$ cat src/rtl/conv_pe_sequencer_pkg.sv
// conv_pe_sequencer_pkg: FSM states, PE pipeline latency and counter-width helper shared by the sequencer
package conv_pe_sequencer_pkg;
  typedef enum logic [1:0] {IDLE, RUN, DRAIN, DONE} seq_state_t;
  localparam int PE_LATENCY = 5;
  function automatic int cnt_w(input int max_val);
    return $clog2(max_val + 1);
  endfunction
endpackage

$ cat src/rtl/conv_pe_sequencer_pe_ctrl_delay.sv
// pe_ctrl_delay: reset-cleared shift register aligning PE controls with weight RAM read data
module pe_ctrl_delay #(
  parameter int W   = 2,
  parameter int LAT = 1
) (
  input  logic         clk,
  input  logic         rst,
  input  logic [W-1:0] d_i,
  output logic [W-1:0] q_o,
  output logic         pend_o
);
  if (LAT == 0) begin : g_pass
    assign q_o    = d_i;
    assign pend_o = 1'b0;
  end else begin : g_sr
    logic [W-1:0] sr_q [LAT];
    always_ff @(posedge clk) begin
      sr_q[0] <= rst ? '0 : d_i;
      for (int i = 1; i < LAT; i++) sr_q[i] <= rst ? '0 : sr_q[i-1];
    end
    assign q_o = sr_q[LAT-1];
    // bit 0 carries the valid flag
    always_comb begin
      pend_o = 1'b0;
      for (int i = 0; i < LAT; i++) pend_o = pend_o | sr_q[i][0];
    end
  end
endmodule

$ cat src/rtl/conv_pe_sequencer.sv
// conv_pe_sequencer: job controller streaming 3x3x8 windows and weight reads into one conv_pe,
// with output-FIFO credit flow control and in-flight result tracking.
module conv_pe_sequencer
  import conv_pe_sequencer_pkg::*;
#(
  parameter int GRP_W       = 8,
  parameter int PIX_W       = 16,
  parameter int WADDR_W     = 12,
  parameter int WRD_LAT     = 1,
  parameter int OFIFO_DEPTH = 8
) (
  input  logic               clk,
  input  logic               rst,
  input  logic               cfg_valid,
  output logic               cfg_ready,
  input  logic [PIX_W-1:0]   cfg_num_pixels,
  input  logic [GRP_W-1:0]   cfg_cin_groups,
  input  logic [WADDR_W-1:0] cfg_wbase,
  input  logic [31:0]        cfg_bias,
  input  logic               win_valid,
  output logic               win_ready,
  output logic               w_rd_en,
  output logic [WADDR_W-1:0] w_rd_addr,
  output logic               pe_valid_in,
  output logic               pe_last_channel,
  output logic [31:0]        pe_bias,
  input  logic               pe_data_valid,
  input  logic               ofifo_pop,
  output logic               busy,
  output logic               done,
  output logic               err
);
  localparam int CW = cnt_w(OFIFO_DEPTH);
  localparam logic [CW-1:0] FULL_CR = CW'(OFIFO_DEPTH);
  seq_state_t state_q, state_d;
  logic [GRP_W-1:0] grp_q, grp_d, cin_q;
  logic [PIX_W-1:0] pix_q, pix_d, npix_q;
  logic [WADDR_W-1:0] wbase_q;
  logic [31:0] bias_q;
  logic [CW-1:0] credits_q, credits_d, inflight_q, inflight_d;
  logic err_q, err_d;
  logic cfg_fire, accept, last, cr_take, cr_give, pend;
  logic [1:0] dly_q;
  always_comb begin
    cfg_ready = state_q == IDLE;
    busy      = state_q == RUN || state_q == DRAIN;
    done      = state_q == DONE;
    err       = err_q;
    pe_bias   = bias_q;
    cfg_fire  = cfg_valid & cfg_ready;
    win_ready = state_q == RUN && (grp_q != '0 || credits_q != '0);
    accept    = win_valid & win_ready;
    last      = accept && grp_q == cin_q - 1'b1;
    w_rd_en   = accept;
    w_rd_addr = accept ? wbase_q + WADDR_W'(grp_q) : '0;
    // a pixel reserves its output-FIFO slot when its first group is accepted
    cr_take   = accept && grp_q == '0;
    cr_give   = ofifo_pop;
    credits_d = (cr_give && !cr_take && credits_q != FULL_CR) ? credits_q + 1'b1 :
                (cr_take && !cr_give) ? credits_q - 1'b1 : credits_q;
    inflight_d = (last && !pe_data_valid) ? inflight_q + 1'b1 :
                 (pe_data_valid && !last && inflight_q != '0) ? inflight_q - 1'b1 : inflight_q;
    err_d = err_q | (cfg_fire && cfg_cin_groups == '0) |
            (pe_data_valid && !last && inflight_q == '0) |
            (cr_give && !cr_take && credits_q == FULL_CR);
    grp_d = (cfg_fire || last) ? '0 : accept ? grp_q + 1'b1 : grp_q;
    pix_d = cfg_fire ? '0 : last ? pix_q + 1'b1 : pix_q;
    state_d = state_q;
    case (state_q)
      IDLE:    state_d = (!cfg_fire || cfg_cin_groups == '0) ? IDLE : cfg_num_pixels == '0 ? DONE : RUN;
      RUN:     state_d = (last && pix_q == npix_q - 1'b1) ? DRAIN : RUN;
      DRAIN:   state_d = (inflight_d == '0 && !pend) ? DONE : DRAIN;
      default: state_d = IDLE;
    endcase
  end
  always_ff @(posedge clk) begin
    if (rst) begin
      state_q    <= IDLE;
      grp_q      <= '0;
      pix_q      <= '0;
      cin_q      <= '0;
      npix_q     <= '0;
      wbase_q    <= '0;
      bias_q     <= '0;
      credits_q  <= FULL_CR;
      inflight_q <= '0;
      err_q      <= 1'b0;
    end else begin
      state_q    <= state_d;
      grp_q      <= grp_d;
      pix_q      <= pix_d;
      credits_q  <= credits_d;
      inflight_q <= inflight_d;
      err_q      <= err_d;
      if (cfg_fire) begin
        cin_q   <= cfg_cin_groups;
        npix_q  <= cfg_num_pixels;
        wbase_q <= cfg_wbase;
        bias_q  <= cfg_bias;
      end
    end
  end
  pe_ctrl_delay #(.W(2), .LAT(WRD_LAT)) u_dly (
    .clk    (clk),
    .rst    (rst),
    .d_i    ({last, accept}),
    .q_o    (dly_q),
    .pend_o (pend)
  );
  assign {pe_last_channel, pe_valid_in} = dly_q;
endmodule

$ cat config.mk
export PLATFORM = sky130hd
export DESIGN_NAME = conv_pe_sequencer
export DESIGN_NICKNAME = d
export VERILOG_FILES = /design/src/rtl/conv_pe_sequencer_pkg.sv /design/src/rtl/conv_pe_sequencer_pe_ctrl_delay.sv /design/src/rtl/conv_pe_sequencer.sv
export SDC_FILE = /design/constraint.sdc
export NUM_CORES = 1
export LEC_CHECK = 0
export ABC_AREA = 1
export CELL_PAD_IN_SITES_DETAIL_PLACEMENT = 0
export CELL_PAD_IN_SITES_GLOBAL_PLACEMENT = 1
export CORE_ASPECT_RATIO = 0.8
export CORE_UTILIZATION = 35
export CTS_CLUSTER_SIZE = 40
export DETAILED_ROUTE_END_ITERATION = 10
export MAX_ROUTING_LAYER = met4
export PLACE_DENSITY_LB_ADDON = 0.1
export SYNTH_ARGS = -nofsm -noshare
export SYNTH_HDL_FRONTEND = slang
export SYNTH_HIERARCHICAL = 1
export SYNTH_SLANG_ARGS = --single-unit
$ cat constraint.sdc
create_clock -name clk -period 5.1 [get_ports clk]
set_input_delay 0.51 -clock clk [delete_from_list [all_inputs] [get_ports clk]]
set_output_delay 0.51 -clock clk [all_outputs]
set_load 0.1 [all_outputs]
## Yosys cells after proc, flatten, opt, wreduce, memory -nomap -nowiden

Memory sizes are Yosys's and may differ from the RTL's.
Index checks and enable logic that the tools add are counted.

| operators by class | value |
|---|---|
| add/sub/neg operators | 9 |
| equal/unequal tests | 7 |
| mux-type cells | 11 |
| bitwise logic cells | 5 |
| reductions and logical operators | 36 |

Operators with widths:

| cell | number |
|---|---|
| adder 16 x 1 -> 16 bit, second input constant | 1 |
| == test 16 bit | 1 |
| logical NOT 16 bit | 1 |
| logical NOT 8 bit | 2 |
| 2-to-1 mux 4 bit | 4 |
| subtractor 16 x 1 -> 16 bit, second input constant | 1 |
| logical AND 1 bit | 14 |
| adder 12 x 8 -> 12 bit | 1 |
| 2-to-1 mux 12 bit | 1 |
| adder 4 x 1 -> 4 bit, second input constant | 2 |
| adder 8 x 1 -> 8 bit, second input constant | 1 |
| == test 8 bit | 1 |
| logical NOT 4 bit | 2 |
| 2-to-1 mux 2 bit | 4 |
| nonzero test 4 bit | 2 |
| nonzero test 8 bit | 1 |
| subtractor 4 x 1 -> 4 bit, second input constant | 2 |
| subtractor 8 x 1 -> 8 bit, second input constant | 1 |
| logical NOT 1 bit | 6 |
| one-hot mux 2 bit (3 select lines) | 1 |
| == test 2 bit, second input constant | 2 |
| == test 4 bit, second input constant | 1 |
| logical OR 1 bit | 4 |
| inequality test 4 bit, second input constant | 1 |
| 7 further kinds | 11 |

| word-level totals | value |
|---|---|
| register bits | 103 |
| bits in writable memories | 2 |
| input port bits | 74 |
| output and inout bits | 52 |
| word-level logic and storage cells | 79 |
| memories | 1 |

Memory list:

| memory | depth | width | read ports | clocked after Yosys merged registers in | write ports | line | RTL |
|---|---|---|---|---|---|---|---|
| u_dly.g_sr.sr_q | 1 | 2 | 1 | 0 | 1 | conv_pe_sequencer_pe_ctrl_delay.sv:16 | `logic [W-1:0] sr_q [LAT];` |

## Longest topological paths before layout

| depth | value |
|---|---|
| depth after elaboration | 14 |
| gate-level depth with buffers | 19 |
| mapped depth without buffers | 18 |

## Hierarchy

The synthesis kept the hierarchy.

Modules (own cells, without submodules):

| module | times used | cells each | area each (µm²) | sequential area each (µm²) |
|---|---|---|---|---|
| conv_pe_sequencer | 1 | 801 | 5,609.1 | 2,062.0 |
| pe_ctrl_delay | 1 | 7 | 62.6 | 40.0 |

## Worst setup path after synthesis

OpenSTA, ideal clock, no wires.

| path | value |
|---|---|
| path kind | flip-flop to output port |
| start | register grp_q[1] |
| end | output w_rd_addr[11] |
| data arrival time | 3.850 ns |
| required time | 4.590 ns |
| setup slack | 0.740 ns |
| cell stages (with the launch flop) | 11 |
| path buffers | 1 |
| cell sequence | dfxtp_1 inv_1 ha_1 nand3_2 nor2_2 nand2_2 nand3_2 inv_1 clkbuf_1 o21ai_0 a21oi_1 |

| on the way | value |
|---|---|
| cells in the longest elaborated chain, start to end | 5 |
| elaborated cells on any way between the ends | 6 |
| classes of those cells | add/sub: 1; mux: 1; bitwise: 1; reduce/logical: 3 |

RTL lines:

| what | line | RTL |
|---|---|---|
| start: declaration | conv_pe_sequencer.sv:36 | `logic [GRP_W-1:0] grp_q, grp_d, cin_q;` |
| start signal: assignment | conv_pe_sequencer.sv:90 | `grp_q <= grp_d;` |
| nonzero test 8 bit | conv_pe_sequencer.sv:51 | `win_ready = state_q == RUN && (grp_q != '0 \|\| credits_q != '0);` |
| logical OR 1 bit | conv_pe_sequencer.sv:51 |  |
| logical AND 1 bit | conv_pe_sequencer.sv:51 |  |
| bitwise AND 1 bit | conv_pe_sequencer.sv:52 | `accept = win_valid & win_ready;` |
| named net w_rd_en | conv_pe_sequencer.sv:22 | `output logic w_rd_en,` |
| 2-to-1 mux 12 bit | conv_pe_sequencer.sv:55 | `w_rd_addr = accept ? wbase_q + WADDR_W'(grp_q) : '0;` |
| end: declaration | conv_pe_sequencer.sv:23 | `output logic [WADDR_W-1:0] w_rd_addr,` |

The timed path passes the listed nets, and every way through them passes these cells.

## Worst setup path after layout

| path | value |
|---|---|
| start | register grp_q[0] |
| end | output w_rd_addr[10] |

| on the way | value |
|---|---|
| cells in the longest elaborated chain, start to end | 5 |
| elaborated cells on any way between the ends | 6 |
| classes of those cells | add/sub: 1; mux: 1; bitwise: 1; reduce/logical: 3 |

RTL lines:

| what | line |
|---|---|
| parallel branches: the longest is 4 deep, another holds adder 12 x 8 -> 12 bit | - |
| 2-to-1 mux 12 bit (*) | conv_pe_sequencer.sv:55 |

Mark *: on every way between the ends.

==> tab_implementation.tex <==
\begin{tabular}{lr}
\hline
Metric & Value \\
\hline
\multicolumn{2}{l}{\textbf{Floorplanning}} \\
Die footprint & 16700 um2 \\
Starting Density & 0.359 \\
Die extent in y & 116 um \\
Number of cell rows & 41 \\
Ports & 126 \\
CORE AREA & 15800 um2 \\
Die width & 144 um \\
\multicolumn{2}{l}{\textbf{GRT}} \\
Number of antenna violations at the first check in global routing & 0 \\
Overflow left after global routing & 0 \\
Via count of the first global-routing pass & 5100 \\
Overall global routing resource usage & 0.202 \\
Global-route wire length before repair & 25300 um \\
Pin count of the biggest net entering global routing & 92 \\
\multicolumn{2}{l}{\textbf{Synthesis}} \\
Most area-hungry cell type in the Yosys netlist & sky130\_fd\_sc\_hd\_\_dfxtp\_1 \\
Instance count of the mapped netlist & 808 \\
Predominant post-synthesis flop cell & sky130\_fd\_sc\_hd\_\_dfxtp\_1 \\
Largest cells by area after synthesis & sky130\_fd\_sc\_hd\_\_dfxtp\_1 37\%, sky130\_fd\_sc\_hd\_\_nor2\_1 9.7\%, sky130\_fd\_sc\_hd\_\_o21ai\_0 7.9\% \\
Net count after synthesis & 905 \\
Mean instance size in the synthesized netlist & 7.02 um2 \\
Post-synthesis async set-or-reset flop share & 0 \\
Most instantiated cells after synthesis & 146 x sky130\_fd\_sc\_hd\_\_nor2\_1, 115 x sky130\_fd\_sc\_hd\_\_nand2\_1, 105 x sky130\_fd\_sc\_hd\_\_dfxtp\_1 \\
Share of the synthesized area in the top cell type & 0.371 \\
Post-synthesis register bit count & 105 \\
EDFF count, synth & 0 \\
Distinct cell type count of the synthesized netlist & 43 \\
Portion of the post-synthesis area used by sequential elements & 0.371 \\
Combined area of all synthesized cells & 5670 um2 \\
Count of synthesis-stage warnings from yosys & 6 \\
Top-count cell post-synth & sky130\_fd\_sc\_hd\_\_nor2\_1 \\
\multicolumn{2}{l}{\textbf{CTS}} \\
Clock slew at the register clock pins of the worst setup and hold paths & 0.07 ns \\
Hold\_buf cts & 0 \\
Number of buffers added by the clock tree synthesis step & 9 \\
Number of clock sinks & 105 \\
Source-to-sink clock delay at the later pin of the worst-skew pair & 0.36 ns \\
Buffers from clock root to sink, at most & 2 \\
Count of instances resized after the clock tree is built & 0 \\
Maximum level of the CTS H-tree & 3 \\
Clock tree from TritonCTS & yes \\
CTS Root Buffer Type & sky130\_fd\_sc\_hd\_\_clkbuf\_16 \\
Buffers inserted during post-CTS setup optimization & 0 \\
\multicolumn{2}{l}{\textbf{Worst setup path}} \\
R2R setup slack & 1.75 ns \\
Required time at the endpoint of the critical path & 4.59 ns \\
WP data arrival & 3.63 ns \\
Startpoint of the most critical setup path & grp\_q[0]\$\_SDFFE\_PP0P\_ \\
Setup crit end & w\_rd\_addr[10] \\
Worst setup path category & register to output port \\
R2r endpoint & credits\_q[3]\$\_SDFFE\_PP1P\_ \\
Max Fanout on Critical Path & 4 \\
Type of destination of the critical path & output port \\
R2R depth & 16 \\
CP Launch Type & register \\
FF-to-FF Start & grp\_q[1]\$\_SDFFE\_PP0P\_ \\
\multicolumn{2}{l}{\textbf{Routing}} \\
Wire length on met2 & 6390 um \\
Highest metal layer with signal wires & met4 \\
Remaining number of nets flagged by the antenna check after routing & 0 \\
Routed wire length per instance & 13.7 um \\
Initial detailed-routing violation count & 285 \\
Routed wire length & 15600 um \\
Post-detailed-route DRC marker count & 0 \\
Vias after detailed routing & 5406 \\
Routed met1 length & 8010 um \\
Iteration count of the initial detailed-routing pass & 5 \\
Met3 wire length & 1060 um \\
Detailed-route vias per instance & 4.75 \\
\multicolumn{2}{l}{\textbf{STA}} \\
Setup-violating endpoint count in the final report & 0 \\
Setup repair after global routing missed its margin & no \\
Worst clock skew & 0.00782 ns \\
Hold Worst Slack & 0.479 ns \\
Highest Clock Rate & 242 MHz \\
Remaining max-slew budget at the tightest pin & 0.308 \\
Setup tns final & 0 ns \\
Final count of hold timing violations & 0 \\
Max Transition Viols Final & 0 \\
Share of the clock period used by the worst path after layout & 0.811 \\
Final period demand of the worst path & 4.14 ns \\
Slew @ Worst Pin & 1.03 ns \\
Worst setup margin & 0.961 ns \\
\multicolumn{2}{l}{\textbf{Hold path}} \\
Worst hold path type & register to register \\
Startpoint of the lowest-slack hold path & credits\_q[3]\$\_SDFFE\_PP1P\_ \\
\multicolumn{2}{l}{\textbf{Cells and area}} \\
Summed area of non-filler cells in the final layout & 7380 um2 \\
Final net count & 1016 \\
Layout cell share with drive strength beyond 1 & 0.0563 \\
Post-layout utilization of the core & 0.467 \\
Fill cells & 1639 \\
Antenna fix cells & 0 \\
Synthesis-to-layout area growth & 30.2\% \\
\multicolumn{2}{l}{\textbf{Power and ir drop}} \\
Total leakage power & 0.00307 uW \\
Pwr/cell area & 335 nW/um2 \\
Worst vdd ir & 166 uV \\
\multicolumn{2}{l}{\textbf{Placement}} \\
Placer congestion estimate & 0.867 \\
Half-perimeter wire length of the detailed placement result & 11800 um \\
Dpl cell area & 7100 um2 \\
Pre-CTS setup slack & 1.33 ns \\
Number of buffers added on ports & 125 \\
\multicolumn{2}{l}{\textbf{Flow run}} \\
Number of max-capacitance violations reported & 0 \\
\multicolumn{2}{l}{\textbf{Run status}} \\
Status & finished, final reports clean \\
\hline
\end{tabular}
flip-flops by register name, indices dropped and copies added (netlist names):
name and cells:
cin_q 8, npix_q 16, inflight_q 4, credits_q 4
pe_bias 32, wbase_q 12, u_dly/g_sr.sr_q 2, grp_q 8
err 1, state_q 2, pix_q 16
metal layers:
metal / global-route usage / up-vias
met5: - / -
met4: 0.0407 / 0
met3: 0.0669 / 12
met2: 0.294 / 122
met1: 0.269 / 2427
li1: - / 2845
layout make-up:
cell class	count	area, um2	area share
Timing Repair Buffer	128	1270	0.173
Inverter	93	352	0.0476
Tap cell	215	269	0.0364
Multi-Input combinational cell	582	3100	0.420
Sequential cell	105	2100	0.285
Clock inverter	7	60.1	0.00814
Clock buffer	9	225	0.0305
through the flow:
stage	power, uW	std cells
2_1_floorplan	1590	808
3_3_place_gp	1790	1123
3_5_place_dp	1810	1123
4_1_cts	2510	1139
5_1_grt	2630	1139
6_report	2470	1139
worst min-delay path by stage:
stage	depth (start not counted)	end
after global placement	2	pe_bias[9]$_SDFFE_PP0P_
after global routing	1	credits_q[3]$_SDFFE_PP1P_
after detailed placement	1	credits_q[3]$_SDFFE_PP1P_
after floorplan	1	credits_q[3]$_SDFFE_PP1P_
after CTS	1	credits_q[3]$_SDFFE_PP1P_
final	1	credits_q[3]$_SDFFE_PP1P_
cells by family (layout without fill, tap and decap cells):
logic type      Yosys count  in the layout  synth area share
compound gates          160            160             0.146
xor+xnor                 33             33            0.0558
flops                   105            105             0.371
simple gates            365            365             0.289
buf+inv                 121            237            0.0832
fa+ha+maj                23             23            0.0534
mux                       1              1           0.00199
placed cells by master, fill, tap and decap left out, types with 3 or more instances in the layout:
cell                              count
sky130_fd_sc_hd__nor3b_1              3
sky130_fd_sc_hd__nand3b_1             4
sky130_fd_sc_hd__inv_1               86
sky130_fd_sc_hd__ha_1                21
sky130_fd_sc_hd__o21ai_1              3
sky130_fd_sc_hd__xnor2_1             10
sky130_fd_sc_hd__clkbuf_16            9
sky130_fd_sc_hd__nand3_1             36
sky130_fd_sc_hd__xor2_1              21
sky130_fd_sc_hd__nand4_1             16
sky130_fd_sc_hd__nor2_2               8
sky130_fd_sc_hd__o21ai_0             89
sky130_fd_sc_hd__inv_2                5
sky130_fd_sc_hd__a31oi_1              3
sky130_fd_sc_hd__nor4_1               7
sky130_fd_sc_hd__nand2_2              7
sky130_fd_sc_hd__nor2_1             146
sky130_fd_sc_hd__a21oi_1             58
sky130_fd_sc_hd__nand2_1            114
sky130_fd_sc_hd__clkdlybuf4s50_1    125
sky130_fd_sc_hd__inv_6                4
sky130_fd_sc_hd__nor3_1              11
sky130_fd_sc_hd__buf_4                3
sky130_fd_sc_hd__nand3_2              4
sky130_fd_sc_hd__dfxtp_1            105
power breakdown:
part | internal, uW | switching [uW] | total, uW
sequential | 895 | 60.6 | 956
combinational | 285 | 548 | 833
clock | 342 | 342 | 684
worst max-delay path, cell delays in order, from the launching register on:
cell	delay, ns
sky130_fd_sc_hd__dfxtp_1	0.34
sky130_fd_sc_hd__ha_1	0.23
sky130_fd_sc_hd__fa_1	0.39
sky130_fd_sc_hd__nand2_1	0.07
sky130_fd_sc_hd__inv_1	0.04
sky130_fd_sc_hd__o21ai_0	0.15
sky130_fd_sc_hd__nand2_1	0.09
sky130_fd_sc_hd__nand2_1	0.08
sky130_fd_sc_hd__nand2_1	0.05
sky130_fd_sc_hd__a21oi_1	0.19
sky130_fd_sc_hd__o21bai_1	0.08
sky130_fd_sc_hd__nand2_1	0.05
sky130_fd_sc_hd__nand2_1	0.06
sky130_fd_sc_hd__nand2_1	0.08
sky130_fd_sc_hd__nor3_1	0.05
sky130_fd_sc_hd__nor3_1	0.16
sky130_fd_sc_hd__clkdlybuf4s50_1	1.16
(Power assumes the default switching activity.)
